**config.mk**
```make
export PLATFORM = sky130hd
export DESIGN_NAME = md_unit_iter
export DESIGN_NICKNAME = d
export VERILOG_FILES = /design/src/rtl/md_pkg.sv /design/src/rtl/md_div_iter.sv /design/src/rtl/md_unit_iter.sv
export SDC_FILE = /design/constraint.sdc
export NUM_CORES = 2
export LEC_CHECK = 0
export ABC_AREA = 1
export CORE_ASPECT_RATIO = 1.25
export CORE_MARGIN = 4
export CORE_UTILIZATION = 59
export CTS_CLUSTER_SIZE = 20
export DETAILED_ROUTE_END_ITERATION = 8
export PLACE_DENSITY = 0.75
export SYNTH_ARGS = -nofsm -noshare
export SYNTH_HDL_FRONTEND = slang
export SYNTH_SLANG_ARGS = --single-unit
export TNS_END_PERCENT = 1
```
**constraint.sdc**
```tcl
create_clock -name Clk -period 16.15 [get_ports Clk]
set_input_delay 1.615 -clock Clk [delete_from_list [all_inputs] [get_ports Clk]]
set_output_delay 1.615 -clock Clk [all_outputs]
set_load 0.1 [all_outputs]
```
**src/rtl/md_pkg.sv**
```systemverilog
// Shared constants for the iterative multiply/divide unit:
// op encodings, FSM states and the fixed divide latency.
package md_pkg;

  localparam logic [2:0] MD_MULTU = 3'b000;
  localparam logic [2:0] MD_MULT  = 3'b001;
  localparam logic [2:0] MD_DIVU  = 3'b010;
  localparam logic [2:0] MD_DIV   = 3'b011;
  localparam logic [2:0] MD_MADDU = 3'b100;
  localparam logic [2:0] MD_MADD  = 3'b101;
  localparam logic [2:0] MD_MSUBU = 3'b110;
  localparam logic [2:0] MD_MSUB  = 3'b111;

  typedef enum logic [1:0] {
    ST_IDLE = 2'd0,
    ST_MUL  = 2'd1,
    ST_DIV  = 2'd2,
    ST_FIX  = 2'd3
  } md_state_t;

  // Start edge to commit edge: one bit per cycle plus sign fix-up.
  function automatic int md_div_lat(input int width);
    return width + 1;
  endfunction

endpackage

```
**src/rtl/md_div_iter.sv**
```systemverilog
// Radix-2 restoring divider on unsigned magnitudes.
// Loads on start, then produces one quotient bit per cycle.
module md_div_iter
  import md_pkg::*;
#(
  parameter int WIDTH = 32
) (
  input  logic             clk,
  input  logic             rst,
  input  logic             start,
  input  logic             abort,
  input  logic [WIDTH-1:0] dividend,
  input  logic [WIDTH-1:0] divisor,
  output logic [WIDTH-1:0] quo,
  output logic [WIDTH-1:0] rem,
  output logic             valid
);

  localparam int CW = $clog2(WIDTH + 1);

  logic [WIDTH-1:0] dvs;
  logic [CW-1:0]    cnt;
  logic             run;
  logic [WIDTH:0]   shl;
  logic [WIDTH:0]   trial;

  assign shl   = {rem, quo[WIDTH-1]};
  // Top bit set means the trial went negative: restore.
  assign trial = shl - {1'b0, dvs};

  always_ff @(posedge clk or posedge rst) begin
    if (rst) begin
      quo   <= '0;
      rem   <= '0;
      dvs   <= '0;
      cnt   <= '0;
      run   <= 1'b0;
      valid <= 1'b0;
    end else if (start) begin
      quo   <= dividend;
      rem   <= '0;
      dvs   <= divisor;
      cnt   <= CW'(WIDTH);
      run   <= 1'b1;
      valid <= 1'b0;
    end else if (abort) begin
      run   <= 1'b0;
      valid <= 1'b0;
    end else if (run) begin
      quo <= {quo[WIDTH-2:0], ~trial[WIDTH]};
      rem <= trial[WIDTH] ? shl[WIDTH-1:0]
                          : trial[WIDTH-1:0];
      cnt <= cnt - 1'b1;
      if (cnt == CW'(1)) begin
        run   <= 1'b0;
        valid <= 1'b1;
      end
    end
  end

endmodule

```
**src/rtl/md_unit_iter.sv**
```systemverilog
// EX-stage multiply/divide unit owning HI/LO.
// Define MD_ACCUM_EN to build MADD/MADDU/MSUB/MSUBU.
module md_unit_iter
  import md_pkg::*;
#(
  parameter int WIDTH   = 32,
  parameter int MUL_LAT = 5
) (
  input  logic             Clk,
  input  logic             Rst,
  input  logic             Start,
  input  logic [2:0]       Op,
  input  logic [WIDTH-1:0] D1,
  input  logic [WIDTH-1:0] D2,
  input  logic             Cancel,
  input  logic             We,
  input  logic             HiLo,
  output logic             Busy,
  output logic             Done,
  output logic             DivZero,
  output logic [WIDTH-1:0] HI,
  output logic [WIDTH-1:0] LO
);

  localparam int CNT_MAX = (WIDTH > MUL_LAT) ? WIDTH : MUL_LAT;
  localparam int CW      = $clog2(CNT_MAX + 1);

  md_state_t        state;
  logic [CW-1:0]    cnt;
  logic [WIDTH-1:0] a_q;
  logic [WIDTH-1:0] b_q;
  logic             sgn_q;
  logic             q_neg;
  logic             r_neg;
  logic             dz_q;

  logic             is_div;
  logic             op_ok;
  logic             go;
  logic [WIDTH-1:0] mag1;
  logic [WIDTH-1:0] mag2;
  logic [WIDTH-1:0] div_q;
  logic [WIDTH-1:0] div_r;
  logic             div_valid;
  logic [WIDTH-1:0] quo_fix;
  logic [WIDTH-1:0] rem_fix;

  logic [2*WIDTH-1:0] ma;
  logic [2*WIDTH-1:0] mb;
  logic [2*WIDTH-1:0] prod;
  logic [2*WIDTH-1:0] mul_res;

  assign is_div = (Op == MD_DIVU) || (Op == MD_DIV);

`ifdef MD_ACCUM_EN
  logic acc_q;
  logic sub_q;

  assign op_ok = 1'b1;
`else
  assign op_ok = ~Op[2];
`endif

  assign go = Start && !Cancel && (state == ST_IDLE) && op_ok;

  assign Busy = (state != ST_IDLE);

  assign mag1 = (Op[0] && D1[WIDTH-1]) ? -D1 : D1;
  assign mag2 = (Op[0] && D2[WIDTH-1]) ? -D2 : D2;

  md_div_iter #(
    .WIDTH(WIDTH)
  ) u_div (
    .clk      (Clk),
    .rst      (Rst),
    .start    (go && is_div),
    .abort    (Cancel),
    .dividend (mag1),
    .divisor  (mag2),
    .quo      (div_q),
    .rem      (div_r),
    .valid    (div_valid)
  );

  assign quo_fix = q_neg ? -div_q : div_q;
  assign rem_fix = r_neg ? -div_r : div_r;

  // Sign-extend to full width; the low 2*WIDTH bits are exact.
  assign ma   = {{WIDTH{sgn_q & a_q[WIDTH-1]}}, a_q};
  assign mb   = {{WIDTH{sgn_q & b_q[WIDTH-1]}}, b_q};
  assign prod = ma * mb;

`ifdef MD_ACCUM_EN
  assign mul_res = !acc_q ? prod
                 : sub_q  ? {HI, LO} - prod
                          : {HI, LO} + prod;
`else
  assign mul_res = prod;
`endif

  always_ff @(posedge Clk or posedge Rst) begin
    if (Rst) begin
      state   <= ST_IDLE;
      cnt     <= '0;
      a_q     <= '0;
      b_q     <= '0;
      sgn_q   <= 1'b0;
      q_neg   <= 1'b0;
      r_neg   <= 1'b0;
      dz_q    <= 1'b0;
      Done    <= 1'b0;
      DivZero <= 1'b0;
      HI      <= '0;
      LO      <= '0;
`ifdef MD_ACCUM_EN
      acc_q   <= 1'b0;
      sub_q   <= 1'b0;
`endif
    end else begin
      Done <= 1'b0;
      unique case (state)
        ST_IDLE: begin
          if (We && !Cancel) begin
            if (HiLo) HI <= D1;
            else      LO <= D1;
          end
          if (go) begin
            DivZero <= 1'b0;
            a_q     <= D1;
            b_q     <= D2;
            sgn_q   <= Op[0];
            q_neg   <= Op[0] & (D1[WIDTH-1] ^ D2[WIDTH-1]);
            r_neg   <= Op[0] & D1[WIDTH-1];
            dz_q    <= (D2 == '0);
`ifdef MD_ACCUM_EN
            acc_q   <= Op[2];
            sub_q   <= Op[1];
`endif
            if (is_div) begin
              state <= ST_DIV;
              cnt   <= CW'(md_div_lat(WIDTH) - 2);
            end else begin
              state <= ST_MUL;
              cnt   <= CW'(MUL_LAT - 1);
            end
          end
        end
        ST_MUL: begin
          if (Cancel) begin
            state <= ST_IDLE;
          end else if (cnt == '0) begin
            {HI, LO} <= mul_res;
            Done     <= 1'b1;
            state    <= ST_IDLE;
          end else begin
            cnt <= cnt - 1'b1;
          end
        end
        ST_DIV: begin
          if (Cancel)          state <= ST_IDLE;
          else if (cnt == '0)  state <= ST_FIX;
          else                 cnt   <= cnt - 1'b1;
        end
        ST_FIX: begin
          state <= ST_IDLE;
          if (!Cancel && div_valid) begin
            // Zero divisor: quotient all ones, HI keeps raw dividend.
            if (dz_q) begin
              HI <= a_q;
              LO <= '1;
            end else begin
              HI <= rem_fix;
              LO <= quo_fix;
            end
            Done    <= 1'b1;
            DivZero <= dz_q;
          end
        end
      endcase
    end
  end

endmodule

```
==> results.py <==
metrics = {
    "global_route": {
        "grt_usage": 0.378,
        "globalRoute.totalOverflow": 0,
        "grt_pass1_vias": 52300,
        "grt_antenna_before_repair": 6,
        "grt_pass1_wl_mm": 294,
        "maximum_number_of_pins_on_one_net_before_global_route_repair": 75,
    },
    "synth": {
        "yosys.area.top_type": "sky130_fd_sc_hd__fa_1",
        "post_synthesis_sequential_element_count": 246,
        "share_of_cell_area_taken_by_muxes_after_synthesis": 0,
        "netlist_top_cells_area": "sky130_fd_sc_hd__fa_1 39%, sky130_fd_sc_hd__nand2_1 14%, sky130_fd_sc_hd__inv_1 13%",
        "synthesized_netlist_net_count": 9129,
        "main_combinational_cell_family_by_area_after_synthesis": "adder cells",
        "synth_compound_area_frac": 0.0604,
        "syn-cell-area_um2": 57100,
        "synth-edff-count": 0,
        "synthesized_area_fraction_occupied_by_and_or_nand_nor_cells": 0.215,
        "synthesis.instances": 7675,
        "dominantRegCellSynth": "sky130_fd_sc_hd__dfrtp_1",
        "yosysUniqueCellTypes": 58,
        "synth_adder_area_share": 0.450,
        "synth-warning-count": 0,
        "ys_async_sr_fraction": 1.00,
        "avgSynthCellArea_um2": 7.44,
        "ys_seq_area_frac": 0.108,
        "synthXorXnorAreaFrac": 0.0109,
        "synth_largest_type_area_fraction": 0.395,
        "yosys.cell_count.top_type": "sky130_fd_sc_hd__nand2_1",
        "synth_common_cells": "2059 x sky130_fd_sc_hd__nand2_1, 1966 x sky130_fd_sc_hd__inv_1, 1126 x sky130_fd_sc_hd__fa_1, 418 x sky130_fd_sc_hd__nor2_1, 357 x sky130_fd_sc_hd__nand3_1",
    },
    "timing": {
        "total_neg_setup_slack_ps": 0,
        "setup_failing_eps_final": 0,
        "fin_worst_hold_slack_ps": 481,
        "final.setup_skew_ps": 17.8,
        "slew_viol_final": 0,
        "hold_violations": 0,
        "rsz_0062_raised_after_global_routing": "no",
        "layout_worst_path_cycle_share": 0.525,
        "slew_headroom": 0.211,
        "post-route-min-period_ps": 8490,
        "worst_max_slew_pin_slew_ps": 1180,
        "achievable-frequency_ghz": 0.118,
    },
    "cts": {
        "post_cts_resize_count": 0,
        "numCtsBuffers": 26,
        "clock-sinks": 246,
        "htree_num_levels": 1,
        "cts.hold.buffers_added": 0,
        "post_cts.repair.setup_buffers": 0,
        "latest_clock_arrival_within_the_worst_skew_pair_ps": 600,
        "ctsLongestPathBuffers": 3,
        "cts_tree": "yes",
        "root_buffer": "sky130_fd_sc_hd__clkbuf_16",
        "path_clk_slew_ps": 70,
    },
    "floorplan": {
        "die_area_um2": 102000,
        "die_width_um": 286,
        "initial_utilization": 0.595,
        "num_rows": 127,
        "io_pins": 140,
        "design.core.area_um2": 96000,
        "floorplan.die.height_um": 356,
    },
    "critical_path": {
        "worst-path-max-fanout": 37,
        "rrSetupSlack_ps": 7660,
        "crit_path_max_incr_delay_ps": 620,
        "cp.required_ps": 16630,
        "crit_path_frequent_cell": "sky130_fd_sc_hd__fa_1",
        "worst-setup-path-type": "register to register",
        "critical_path_top_delay_cell": "sky130_fd_sc_hd__fa_1",
        "startpoint_type": "register",
        "worst_setup_path_end_kind": "register",
        "worst_ep_arrival_time_ps": 8960,
    },
    "placed_design": {
        "routabilityCongestion": 1.04,
        "place_inst": 8830,
        "port_buffers": 139,
        "place.detailed.hpwl_mm": 153,
    },
    "routing": {
        "route.detailed.vias_per_inst": 5.61,
        "drt-wirelength-per-cell_um": 21.2,
        "remaining_drc_errors": 0,
        "dr_total_vias": 49800,
        "drt_pass1_iterations": 9,
        "drt_wl_total_mm": 188,
        "ant_nets": 0,
        "drtIter0Drc": 4518,
    },
    "cells_and_area": {
        "nNetsFinal": 9022,
        "syn2layout_area_growth_pct": 5.36,
        "final-instance-count-excl-fill": 8880,
        "final_layout_size_suffix_gt1_frac": 0.0279,
        "fillerInstances": 8865,
    },
    "job": {
        "max_cap_viols": 0,
    },
    "hold_path": {
        "hp-class": "register to register",
    },
    "run_status": {
        "status": "completed",
    },
}
## per-layer routing
metal  vias up  global-route usage  routed length, µm  share of wire
li1      22100                   -                  -              -
met3       680              0.0484              14700          0.078
met5         -                   0                 17       0.000090
met4         2               0.218              13400          0.071
met1     24600               0.460              67800           0.36
met2      2435               0.649              92100           0.49
## cell type report
class,count,area [µm²],share of cell area
inverters,1980,7440,0.124
flip-flops and latches,246,6160,0.102
well taps,1290,1610,0.0268
diodes,3,7.51,0.000125
clock buffers,32,703,0.0117
multi-input cells,5091,42100,0.700
repair buffers,223,2020,0.0336
clock inverters,15,136,0.00227
## placed cells by master (no fill, tap or decap), types with 84 or more instances in the layout
| cell type | count |
|---|---|
| sky130_fd_sc_hd__nand2_1 | 2059 |
| sky130_fd_sc_hd__inv_1 | 1965 |
| sky130_fd_sc_hd__fa_1 | 1126 |
| sky130_fd_sc_hd__nor2_1 | 418 |
| sky130_fd_sc_hd__nand3_1 | 357 |
| sky130_fd_sc_hd__o21ai_0 | 266 |
| sky130_fd_sc_hd__ha_1 | 254 |
| sky130_fd_sc_hd__dfrtp_1 | 246 |
| sky130_fd_sc_hd__a21oi_1 | 214 |
| sky130_fd_sc_hd__clkdlybuf4s50_1 | 139 |
| sky130_fd_sc_hd__buf_4 | 84 |
## through the flow
| stage | instance area (µm²) | utilization | setup WS [ps] |
|---|---|---|---|
| 6_report | 60200 | 0.627 | 7660 |
| 5_1_grt | 60200 | 0.627 | 7270 |
| 4_1_cts | 60200 | 0.627 | 7670 |
| 3_5_place_dp | 59300 | 0.618 | 7690 |
| 3_3_place_gp | 59300 | 0.618 | 7750 |
| 2_1_floorplan | 57100 | - | 7780 |
## path summary, 6_finish.rpt
path / start / endpoint / cells after the start
max reg2reg: a_q[31] / HI[17] / 27
max: a_q[31] / HI[17] / 27
min reg2reg: u_div.dvs[29] / u_div.dvs[29] / 2
min: u_div.dvs[29] / u_div.dvs[29] / 2
max in group asynchronous: Rst / a_q[10] / 4
min in group asynchronous: Rst / u_div.dvs[23] / 2
## flip-flops by register name, indices dropped and copies added, names as in the netlist, 2 cells and up
register and flops:
HI 32, LO 32, u_div.quo 32, cnt 6, state 2, u_div.cnt 6, u_div.rem 32, b_q 32
u_div.dvs 32, a_q 32
## logic make-up after synthesis
kind of cell | after synthesis
simple gates | 3019
buf+inv | 2338
fa+ha+maj | 1381
compound gates | 620
flops | 246
xor+xnor | 71
## worst max-delay path, delay by kind of cell (launching register included)
kind                       cells  cell delay (ps)
AOI/OAI and AO/OA              1              100
and+or+nand+nor               11             2220
DFF                            1              330
adders and majority gates      9             4600
buffers and inverters          6             1060
Power is left out: the tool's default activity adds up to more than one toggle a clock period on the data nets, which glitch-free logic cannot reach.
